===== src/rtl/piece_queue.sv =====
// Preview FIFO between the LFSR piece source and the spawn logic: detects fresh
// random codes, filters invalid/repeated codes and queues tetromino types for the game FSM.
module piece_queue #(
    parameter int unsigned DEPTH      = 4,
    parameter int unsigned MAX_REROLL = 1
) (
    input  logic                     Clk,
    input  logic                     Reset,
    input  logic [2:0]               randnum,
    input  logic                     piece_req,
    output logic                     piece_valid,
    output logic [2:0]               piece_type,
    output logic                     next_valid,
    output logic [2:0]               next_type,
    output logic [$clog2(DEPTH):0]   count,
    output logic                     underrun
);

    localparam int unsigned PW = $clog2(DEPTH);
    localparam int unsigned CW = PW + 1;
    localparam int unsigned RW = (MAX_REROLL > 0) ? $clog2(MAX_REROLL + 1) : 1;

    typedef enum logic {
        S_FILL = 1'b0,
        S_RUN  = 1'b1
    } state_t;

    state_t          r_state;
    state_t          w_state_nxt;
    logic [2:0]      r_prev;
    logic [2:0]      r_last;
    logic [RW-1:0]   r_reroll;
    logic [PW-1:0]   r_rd_ptr;
    logic [PW-1:0]   r_wr_ptr;
    logic [CW-1:0]   r_count;
    logic            r_underrun;
    logic [2:0]      r_mem [DEPTH];

    logic            w_new;
    logic            w_zero;
    logic            w_repeat;
    logic            w_full;
    logic            w_pop;
    logic            w_push;
    logic            w_reroll;
    logic            w_underrun_set;
    logic [PW-1:0]   w_rd_next;

    // Candidate filter: a code is only examined in the cycle it first appears.
    assign w_new     = (randnum != r_prev);
    assign w_zero    = (randnum == 3'b000);
    assign w_repeat  = (randnum == r_last) && (r_reroll < RW'(MAX_REROLL));
    assign w_full    = (r_count == CW'(DEPTH));
    assign w_pop     = piece_req && piece_valid;
    assign w_push    = w_new && !w_zero && !w_repeat && (!w_full || w_pop);
    assign w_reroll  = w_new && !w_zero && w_repeat;
    assign w_rd_next = r_rd_ptr + PW'(1);

    always_ff @(posedge Clk) begin
        if (Reset) begin
            r_prev     <= 3'b111;
            r_last     <= 3'b111;
            r_reroll   <= '0;
            r_rd_ptr   <= '0;
            r_wr_ptr   <= '0;
            r_count    <= '0;
            r_underrun <= 1'b0;
        end else begin
            r_prev <= randnum;
            if (w_push) begin
                r_wr_ptr <= r_wr_ptr + PW'(1);
                r_last   <= randnum;
                r_reroll <= '0;
            end else if (w_reroll) begin
                r_reroll <= r_reroll + RW'(1);
            end
            if (w_pop) begin
                r_rd_ptr <= w_rd_next;
            end
            if (w_push && !w_pop) begin
                r_count <= r_count + CW'(1);
            end else if (w_pop && !w_push) begin
                r_count <= r_count - CW'(1);
            end
            if (w_underrun_set) begin
                r_underrun <= 1'b1;
            end
        end
    end

    // Storage is not reset; the valid flags gate every read.
    always_ff @(posedge Clk) begin
        if (!Reset && w_push) begin
            r_mem[r_wr_ptr] <= randnum - 3'd1;
        end
    end

    always_ff @(posedge Clk) begin
        if (Reset) begin
            r_state <= S_FILL;
        end else begin
            r_state <= w_state_nxt;
        end
    end

    always_comb begin
        w_state_nxt    = r_state;
        piece_valid    = 1'b0;
        next_valid     = 1'b0;
        w_underrun_set = 1'b0;
        case (r_state)
            S_FILL: begin
                if (r_count == CW'(DEPTH)) begin
                    w_state_nxt = S_RUN;
                end
            end
            S_RUN: begin
                piece_valid    = (r_count >= CW'(1));
                next_valid     = (r_count >= CW'(2));
                w_underrun_set = (r_count == '0);
            end
            default: w_state_nxt = S_FILL;
        endcase
    end

    assign piece_type = piece_valid ? r_mem[r_rd_ptr]  : 3'd0;
    assign next_type  = next_valid  ? r_mem[w_rd_next] : 3'd0;
    assign count      = r_count;
    assign underrun   = r_underrun;

endmodule


===== config.mk =====
export PLATFORM = sky130hd
export DESIGN_NAME = piece_queue
export DESIGN_NICKNAME = d
export VERILOG_FILES = /design/src/rtl/piece_queue.sv
export SDC_FILE = /design/constraint.sdc
export NUM_CORES = 1
export LEC_CHECK = 0
export CORE_ASPECT_RATIO = 2
export CORE_MARGIN = 4
export CORE_UTILIZATION = 45
export DETAILED_ROUTE_END_ITERATION = 12
export MAX_ROUTING_LAYER = met4
export PLACE_DENSITY = 0.75
export SLEW_MARGIN = 20
export SYNTH_ARGS = -nofsm -noshare
export SYNTH_HDL_FRONTEND = slang
export SYNTH_SLANG_ARGS = --single-unit

===== constraint.sdc =====
create_clock -name Clk -period 2.3 [get_ports Clk]
set_clock_uncertainty 0.1 [all_clocks]
set_input_delay 0.345 -clock Clk [delete_from_list [all_inputs] [get_ports Clk]]
set_output_delay 0.345 -clock Clk [all_outputs]
set_load 0.05 [all_outputs]

==> results of run 1 <==
flip-flops by register name (all words and copies together) (netlist names), named ones only:
register and cells:
underrun 1, r_wr_ptr 2, r_rd_ptr 2, r_last 3, r_prev 3, r_mem 12, count 3, r_reroll 1
r_state 1
power groups by stage:
| stage | Clock (W) | Combinational, W | Sequential, W |
|---|---|---|---|
| floorplan | 0 | 0.000428 | 0.000818 |
| global placement | 0 | 0.000681 | 0.000744 |
| detailed placement | 0 | 0.000716 | 0.000759 |
| CTS | 0.000410 | 0.000763 | 0.000748 |
| global route | 0.000433 | 0.000828 | 0.000761 |
| finish | 0.000400 | 0.000766 | 0.000747 |
what timing repair did:
action,4_1_cts,5_1_grt
endpoints found under the hold margin,0,0
endpoints found under the setup margin,16,1
pin swaps,3,1
buffers inserted,2,0
gates resized for setup,7,0
metrics by stage:
step                      power (W)  TNS, ps  hold WS [ps]
after detailed placement    0.00147    -7390           361
after floorplan             0.00125        0           342
after global placement      0.00143    -5620           347
after CTS                   0.00192        0           376
after global routing        0.00202        0           408
final                       0.00191        0           371
cells in the mapped netlist (all sizes together) (4+ instances only):
cell type  instances  area, um^2
a21oi              4        20.0
dfxtp             18         360
nand2              4        15.0
mux4               6         135
inv               16        65.1
xor2               7        61.3
edfxtp            12         360
mux2i              5        50.1
nor2              16        60.1
and3               4        25.0
ha                11         138
worst max path at each step:
stage	from	end	slack, ps	cells after the start
3_3_place_gp	randnum[0]	count[2]	-410	10
3_5_place_dp	randnum[0]	count[2]	-560	10
2_1_floorplan	count[1]	count[2]	0.3	7
6_report	randnum[0]	count[2]	70	10
5_1_grt	randnum[0]	count[2]	20	11
4_1_cts	randnum[0]	count[2]	100	10
worst reg2reg max path, cell delays in order (launching register included):
cell     delay, ps
dfxtp_2        380
inv_1           80
ha_1           240
a311o_4        410
inv_6           70
ha_4           190
or3_4          380
a21oi_2        150
area by class of cell:
| type | instances | area (um^2) |
|---|---|---|
| Tap cell | 31 | 38.8 |
| Inverter | 16 | 65.1 |
| Multi-Input combinational cell | 78 | 701 |
| Sequential cell | 30 | 723 |
| Fill cell | 270 | 1320 |
| Timing Repair Buffer | 28 | 229 |
| Clock buffer | 5 | 68.8 |
| Clock inverter | 3 | 16.3 |
routing by layer:
| metal | vias up | GRT usage (%) | routed length [um] |
|---|---|---|---|
| met3 | 7 | 3.37 | 98 |
| met1 | 475 | 13.3 | 988 |
| li1 | 494 | - | - |
| met5 | - | - | 0 |
| met2 | 17 | 29.4 | 1780 |
| met4 | 0 | 9.07 | 71 |
logic make-up (layout without fill, tap and decap cells):
| logic type | Yosys count | count (layout) | synth area share, % |
|---|---|---|---|
| simple gates | 34 | 34 | 11.4 |
| fa+ha+maj | 11 | 11 | 9.39 |
| mux | 12 | 12 | 13.7 |
| buf+inv | 18 | 52 | 4.95 |
| compound gates | 11 | 11 | 5.47 |
| flops | 30 | 30 | 49.2 |
| xor+xnor | 10 | 10 | 5.98 |
==> key figures, run 1 <==
Status
  • Outcome: completed

Worst setup path
  • R2r endpoint: count[2]
  • Critical path launch point type: input port
  • CP required: 2410 ps
  • Crit path cell chain: dlygate4sd2_1 -> inv_1 -> ha_1 -> ha_2 -> a31o_1 -> a311o_4 -> inv_6 -> ha_4 -> or3_4 -> a21oi_2
  • Max incr delay on CP: 380 ps
  • Cells on worst reg2reg path: 7
  • Slowest CP cell: or3_4
  • Reg2reg start: count[0]
  • Crit-path leading delay family: compound AO/OA/AOI/OAI gates
  • Worst Path Arrival: 2340 ps
  • Total buffers and inverters traversed by the critical path: 3
  • CP Max Fanout: 2
  • Reg2Reg Setup Slack: 220 ps
  • Critical path type: in -> reg
  • CP endpoint kind: flop

Layout
  • # nets final: ~180
  • Share of cells above drive strength 1: 27.5%
  • Antenna diode count: 0
  • Fin util: between 50% and 60%
  • Most frequent cells in the layout: buf_4, nor2_1, dfxtp_1, inv_1, edfxtp_1
  • P&R area growth vs syn: 25.7%
  • Commonest non-fill, non-tap cell in the layout: buf_4
  • Final cell count without fillers: 191
  • Fin area: 1840 um^2

Synthesis
  • Number of synthesis warnings: 0
  • Top FF cell, synth: dfxtp_1
  • Mapped Cells: approximately 130
  • Synth unique cells: 27
  • Synth Register Bits: 30
  • Mapped Nets: 143
  • Ys async rst share: 0%
  • Register area share after synthesis: approximately 49%
  • EDFF count, synth: 12
  • Average cell area after synthesis: approximately 12 um^2
  • Cell Area, Synth: 1470 um^2

Pwr
  • Pint: 0.00121 W
  • Worst IR drop on VDD: between 0.0005 and 0.0006 V
  • P_sw: about 0.00071 W
  • Clock share of power: 20.9%
  • PD cells: 1040 nW/um^2
  • Combinational fraction of design power: 40.0%
  • Static Leakage: 0.784 nW
  • Switch share: 36.9%
  • Reg power frac: 39.1%

Place
  • Final Wtd Congestion: 0.776
  • IO buf count: 17
  • Placed instance area: 1730 um^2
  • Dpl hpwl: 2370 um
  • DP Worst Slack: -564 ps
  • Dpl cells: between 150 and 200

Global routing
  • Number of antenna violations at the first check in global routing: 0
  • First-pass GRT wire length: 4860 um
  • Largest net degree at the start of global routing: 16
  • Total grt overflow: 0
  • Total track usage: 15.5%
  • Vias in the first global route: roughly 1,100

Min path
  • WHS Path Cells: 2
  • Worst min path class: reg -> reg
  • Hold EP: underrun
  • Hold Path Origin: underrun

Clocking
  • Root Driver: clkbuf_8
  • Hold_buf cts: 0
  • Clk_lat worst skew: 280 ps
  • CTS H-tree depth: 2
  • Reg clk slew, reported paths: 60 ps
  • Clock sink count: 30
  • Max Root-Sink Buffers: 2
  • CTS tree: done
  • TritonCTS buffer count: 5

Floorplanning
  • Die W: 48.3 um
  • Chip height: 88.7 um
  • Num ports: 18
  • Initial core utilization: 46.4%
  • Full die area: 4290 um^2
  • Rows: 29
  • Core area: between 3000 and 4000 um^2

Drt
  • Vias post-DR: 993
  • Vias per cell: 5.20
  • Final WL: 2940 um
  • ANT nets after route: 0
  • Drc violations: 0
  • DRT iter0 DRCs: 10
  • Initial DRT Pass Iterations: 4
  • Wirelength per Cell: 15.4 um

STA
  • Setup WS post-layout: 68.5 ps
  • Fmax: about 0.45 GHz
  • Measured slew at the worst slew-check pin: between 400 and 500 ps
  • Final setup viols: 0
  • Crit share post-route: 97.0%
  • Final Max Slew Viols: 0
  • Minimum clock period: 2230 ps
  • Max_slew headroom: between 60% and 70%
  • Fin. Hold Viols: 0
  • RSZ-0062 raised after global routing: false

Flow run
  • Max Cap Viol: 0
(Power assumes the default switching activity.)
==> run 2, diff against run 1 <==
--- a/config.mk
+++ b/config.mk
@@ -7,10 +7,11 @@
 export LEC_CHECK = 0
 export CORE_ASPECT_RATIO = 2
 export CORE_MARGIN = 4
-export CORE_UTILIZATION = 45
+export CORE_UTILIZATION = 49
+export CTS_CLUSTER_SIZE = 12
 export DETAILED_ROUTE_END_ITERATION = 12
 export MAX_ROUTING_LAYER = met4
-export PLACE_DENSITY = 0.75
+export PLACE_DENSITY = 0.8
 export SLEW_MARGIN = 20
 export SYNTH_ARGS = -nofsm -noshare
 export SYNTH_HDL_FRONTEND = slang
==> run 2 against run 1 <==
Sequential power hardly changed. Worst setup slack better by 73 ps. Routed wire length is 8.1% lower. Non-clock buffer count is 2 lower. Die area is 7.1% lower. Design area is 1.6% lower. Via count is 0.20% higher. Sequential share of layout area is 0.62 points higher.
==> key figures, run 2 (synthesis results as in run 1) <==
Min path
  • Worst min path class: reg -> reg

Pwr
  • Worst IR drop on VDD: 0.000846 V (+65%)
  • PD cells: 1030 nW/um^2 (-0.59%)
  • Static Leakage: 0.777 nW (-0.90%)
  • Total chip power: 0.00187 W (-2.1%)

Layout
  • Fin util: 64.7% (+6.3 points)
  • Antenna diode count: 0 (unchanged)
  • Largest Register: r_mem
  • P&R area growth vs syn: 23.7%
  • Most frequent cells in the layout: buf_4, nor2_1, dfxtp_1, inv_1, edfxtp_1
  • # nets final: 174 (-1.1%)
  • Share of cells above drive strength 1: 24.2% (-3.3 points)
  • Max reg flops: 12 (unchanged)
  • Commonest non-fill, non-tap cell in the layout: buf_4

Status
  • Outcome: completed

Place
  • Final Wtd Congestion: 0.698 (-10%)
  • Dpl hpwl: 2110 um (-11%)
  • IO buf count: 17 (unchanged)

STA
  • RSZ-0062 raised after global routing: false
  • Final setup viols: 0 (unchanged)
  • Final hold slack: 375 ps (+4.30 ps)
  • Minimum clock period: 2160 ps (-72.9 ps)
  • Max_slew headroom: 66.4% (-0.76 points)
  • Measured slew at the worst slew-check pin: 499 ps (+11.2 ps)
  • Crit share post-route: 93.9% (-3.2 points)
  • Fin. Hold Viols: 0 (unchanged)
  • Final Max Slew Viols: 0 (unchanged)
  • Fmax: 0.463 GHz (+3.4%)

Clocking
  • Clock sink count: 30 (unchanged)
  • CTS H-tree depth: 2 (unchanged)
  • Clk_lat worst skew: 280 ps (about the same)
  • Max Root-Sink Buffers: 2 (unchanged)
  • Postcts setup bufs: 0 (-2)
  • CTS tree: done
  • Root Driver: clkbuf_8
  • Reg clk slew, reported paths: 60 ps (about the same)
  • TritonCTS buffer count: 5 (unchanged)

Worst setup path
  • CP Max Fanout: 2 (unchanged)
  • CP endpoint kind: flop
  • CP required: 2410 ps (about the same)
  • Critical path launch point type: input port
  • Critical path type: in -> reg
  • Worst Path Arrival: 2270 ps (-70 ps)

Flow run
  • Max Cap Viol: 0 (unchanged)

Floorplanning
  • Die W: 46.7 um (-3.5%)
  • Core area: 2800 um^2 (-11%)
  • Initial core utilization: 52.3% (+5.8 points)
  • Chip height: 85.3 um (-3.8%)
  • Full die area: 3980 um^2 (-7.1%)
  • Rows: 27 (-6.9%)
  • Num ports: 18 (unchanged)

Drt
  • DRT iter0 DRCs: 41 (+31)
  • Initial DRT Pass Iterations: 4 (unchanged)
  • Vias per cell: 5.35 (+2.9%)
  • Wirelength per Cell: 14.5 um (-5.7%)
  • Final WL: 2700 um (-8.1%)
  • Vias post-DR: 995 (+0.20%)
  • Drc violations: 0 (unchanged)
  • ANT nets after route: 0 (unchanged)

Global routing
  • Number of antenna violations at the first check in global routing: 0 (unchanged)
  • Largest net degree at the start of global routing: 16 (unchanged)
  • Total grt overflow: 0 (unchanged)
  • Total track usage: 16.2% (+0.73 points)
  • Vias in the first global route: 1,018 (-5.8%)
  • First-pass GRT wire length: 4440 um (-8.8%)
run 2: final timing paths:
kind               to  cells past startpoint  startpoint  slack [ps]
max          count[2]                     10  randnum[0]         140
min          underrun                      2    underrun         370
max reg2reg  count[2]                      7    count[1]         270
min reg2reg  underrun                      2    underrun         370
run 2: timing repair:
action / in CTS / in global routing
resized for setup: 3 / 0
hold buffers: 0 / 0
setup endpoints to repair: 15 / 0
run 2: critical path: stages:
cell,delay (ps)
dlygate4sd2_1,210
inv_1,60
ha_1,190
ha_2,170
a31o_1,190
a311o_4,340
inv_6,70
ha_4,190
or3_1,360
a21oi_1,130
run 2: final cells by class:
| class | instances | area, um^2 |
|---|---|---|
| Fill cell | 220 | 991 |
| Multi-Input combinational cell | 78 | 688 |
| Tap cell | 29 | 36.3 |
| Clock buffer | 7 | 86.3 |
| Inverter | 16 | 65.1 |
| Timing Repair Buffer | 26 | 214 |
| Sequential cell | 30 | 723 |
run 2: power by group:
part | internal (W) | leakage, nW | switching (W) | total (W)
clock network | 0.000237 | 0.0443 | 0.000179 | 0.000416
logic | 0.000311 | 0.475 | 0.000398 | 0.000709
registers | 0.000658 | 0.258 | 0.0000891 | 0.000747
run 2: stage by stage:
stage | instances | setup TNS (ps) | setup slack [ps] | instance area (um^2)
after floorplan | 126 | 0 | 0.310 | 1480
after global placement | 179 | -5840 | -415 | 1730
after detailed placement | 179 | -6600 | -477 | 1730
after CTS | 186 | 0 | 154 | 1810
after global routing | 186 | 0 | 68.5 | 1810
final | 186 | 0 | 141 | 1810
run 2: routing by layer:
metal	vias to the layer above	global-route usage [%]	part of all wire, %
li1	491	-	-
met1	478	14.4	34
met2	19	29.1	59
met3	7	3.82	4.2
met4	0	8.31	2.7
met5	-	-	0
==> run 3, diff against run 2 <==
--- a/config.mk
+++ b/config.mk
@@ -5,13 +5,14 @@
 export SDC_FILE = /design/constraint.sdc
 export NUM_CORES = 1
 export LEC_CHECK = 0
-export CORE_ASPECT_RATIO = 2
+export CELL_PAD_IN_SITES_DETAIL_PLACEMENT = 2
+export CELL_PAD_IN_SITES_GLOBAL_PLACEMENT = 2
 export CORE_MARGIN = 4
-export CORE_UTILIZATION = 49
+export CORE_UTILIZATION = 32
 export CTS_CLUSTER_SIZE = 12
 export DETAILED_ROUTE_END_ITERATION = 12
 export MAX_ROUTING_LAYER = met4
-export PLACE_DENSITY = 0.8
+export PLACE_DENSITY = 0.79
 export SLEW_MARGIN = 20
 export SYNTH_ARGS = -nofsm -noshare
 export SYNTH_HDL_FRONTEND = slang
==> run 3 against run 2 <==
Die area up 44%. Global-route usage down 0.83 points. Worst setup slack worse by 64 ps. Total power up 4.2%. Clock power about the same. First-iteration DRC count up 22%. Routed wire length up 31%.
==> key figures, run 3 (synthesis results as in run 1) <==
Flow run
  • Max Cap Viol: 0 (unchanged)

Worst setup path
  • CP Max Fanout: 2 (unchanged)
  • R2r endpoint: count[2]
  • Crit-path leading delay family: compound AO/OA/AOI/OAI gates
  • Reg2Reg Setup Slack: 210 ps (-60 ps)
  • Reg2reg start: count[0]
  • CP endpoint kind: flop
  • Setup crit start: randnum[0]
  • Critical path type: in -> reg
  • Total buffers and inverters traversed by the critical path: 3 (unchanged)
  • Max incr delay on CP: 390 ps (+30 ps)
  • Critical path depth in cells: 10 (unchanged)
  • Crit path cell chain: dlygate4sd2_1 -> inv_1 -> ha_1 -> ha_2 -> a31o_1 -> a311o_4 -> inv_6 -> ha_4 -> or3_4 -> a21oi_2
  • Cells on worst reg2reg path: 7 (unchanged)
  • Worst Path Arrival: 2340 ps (+70 ps)
  • Critical path launch point type: input port
  • CP required: 2420 ps (about the same)
  • Slowest CP cell: or3_4

Layout
  • Most frequent cells in the layout: buf_4, nor2_1, dfxtp_1, inv_1, edfxtp_1
  • Share of cells above drive strength 1: 25.9% (+1.7 points)
  • Max reg flops: 12 (unchanged)
  • Antenna diode count: 0 (unchanged)
  • P&R area growth vs syn: 26.8%
  • Commonest non-fill, non-tap cell in the layout: buf_4
  • Final cell count without fillers: 210 (+13%)
  • Largest Register: r_mem
  • Fin area: 1860 um^2 (+2.5%)
  • # nets final: 174 (unchanged)

Clocking
  • CTS tree: done
  • Max Root-Sink Buffers: 2 (unchanged)
  • CTS H-tree depth: 2 (unchanged)
  • Reg clk slew, reported paths: 70 ps (about the same)
  • Root Driver: clkbuf_8
  • Hold_buf cts: 0 (unchanged)
  • TritonCTS buffer count: 5 (unchanged)
  • Clk_lat worst skew: 290 ps (about the same)
  • Clock sink count: 30 (unchanged)

Drt
  • DRT iter0 DRCs: 50 (+22%)
  • Initial DRT Pass Iterations: 2 (-2)
  • Final WL: 3540 um (+31%)
  • Vias per cell: 4.90 (-8.3%)
  • Wirelength per Cell: 16.9 um (+16%)
  • Drc violations: 0 (unchanged)
  • Vias post-DR: 1,030 (+3.5%)
  • ANT nets after route: 0 (unchanged)

Pwr
  • PD cells: 1050 nW/um^2 (+1.7%)
  • Worst IR drop on VDD: 0.000452 V (-47%)
  • Static Leakage: 0.776 nW (-0.15%)

Min path
  • WHS Path Cells: 2 (unchanged)
  • Hold Path Origin: underrun
  • Worst min path class: reg -> reg
  • Hold EP: underrun

STA
  • Fmax: 0.450 GHz (-2.9%)
  • Fin. Hold Viols: 0 (unchanged)
  • Measured slew at the worst slew-check pin: 515 ps (+16.4 ps)
  • Max_slew headroom: 65.3% (-1.1 points)
  • Setup TNS: 0 ps (unchanged)
  • Final setup viols: 0 (unchanged)
  • Final hold slack: 399 ps (+23.7 ps)
  • Minimum clock period: 2220 ps (+64.3 ps)
  • Final Max Slew Viols: 0 (unchanged)
  • Crit share post-route: 96.6% (+2.8 points)

Global routing
  • Number of antenna violations at the first check in global routing: 0 (unchanged)
  • Total track usage: 15.4% (-0.83 points)
  • Largest net degree at the start of global routing: 16 (unchanged)
  • Total grt overflow: 0 (unchanged)
  • Vias in the first global route: 1,162 (+14%)
  • First-pass GRT wire length: 6030 um (+36%)

Place
  • Dpl hpwl: 2770 um (+31%)
  • Placed instance area: 1750 um^2 (+1.2%)
  • Dpl cells: 201 (+12%)
  • IO buf count: 17 (unchanged)
  • Final Wtd Congestion: 0.783 (+12%)

Floorplanning
  • Full die area: 5730 um^2 (+44%)
  • Initial core utilization: 33.4% (-19 points)
  • Rows: 24 (-11%)
  • Num ports: 18 (unchanged)
  • Core area: 4380 um^2 (+56%)
  • Die W: 75.7 um (+62%)
  • Chip height: 75.7 um (-11%)

Status
  • Outcome: completed
==> run 3: power breakdown <==
part           internal [W]  total, W  switching (W)
clock              0.000208  0.000416       0.000208
sequential         0.000657  0.000750      0.0000927
combinational      0.000347  0.000785       0.000437
==> run 3: repair_timing <==
| action | CTS | global route |
|---|---|---|
| setup buffers | 0 | 1 |
| endpoints found under the setup margin | 16 | 1 |
| pin swaps | 2 | 1 |
| resized for setup | 6 | 2 |
==> run 3: per-layer routing <==
metal  GRT usage [%]  share of wire [%]  vias up
met1            17.6                 42      514
li1                -                  -      493
met2            25.2                 52       15
met4            6.41                1.9        0
met5               -                  0        -
met3            4.35                4.0        8
==> run 3: tightest hold or removal path: cells and delay by family (launching register included) <==
kind	cells	cell delay, ps
flops	1	330
compound gates	1	40
simple gates	1	90
==> run 3: worst max-delay path by stage <==
stage                to
2_1_floorplan  count[2]
3_3_place_gp   count[2]
3_5_place_dp   count[2]
4_1_cts        count[2]
5_1_grt        count[2]
6_report       count[2]
==> run 3: area by class of cell <==
class,count,area [um^2]
Inverter,16,65.1
Multi-Input combinational cell,78,709
Sequential cell,30,723
Tap cell,52,65.1
Fill cell,459,2530
Clock inverter,2,8.76
Timing Repair Buffer,26,214
Clock buffer,6,72.6
==> run 3: stage by stage <==
step           setup WS (ps)  utilization (%)  total power (W)
3_5_place_dp            -552             40.0          0.00150
4_1_cts                 74.8             41.9          0.00194
2_1_floorplan          0.310                -          0.00125
3_3_place_gp            -430             40.0          0.00144
6_report                77.1             42.4          0.00195
5_1_grt                -10.1             42.4          0.00211
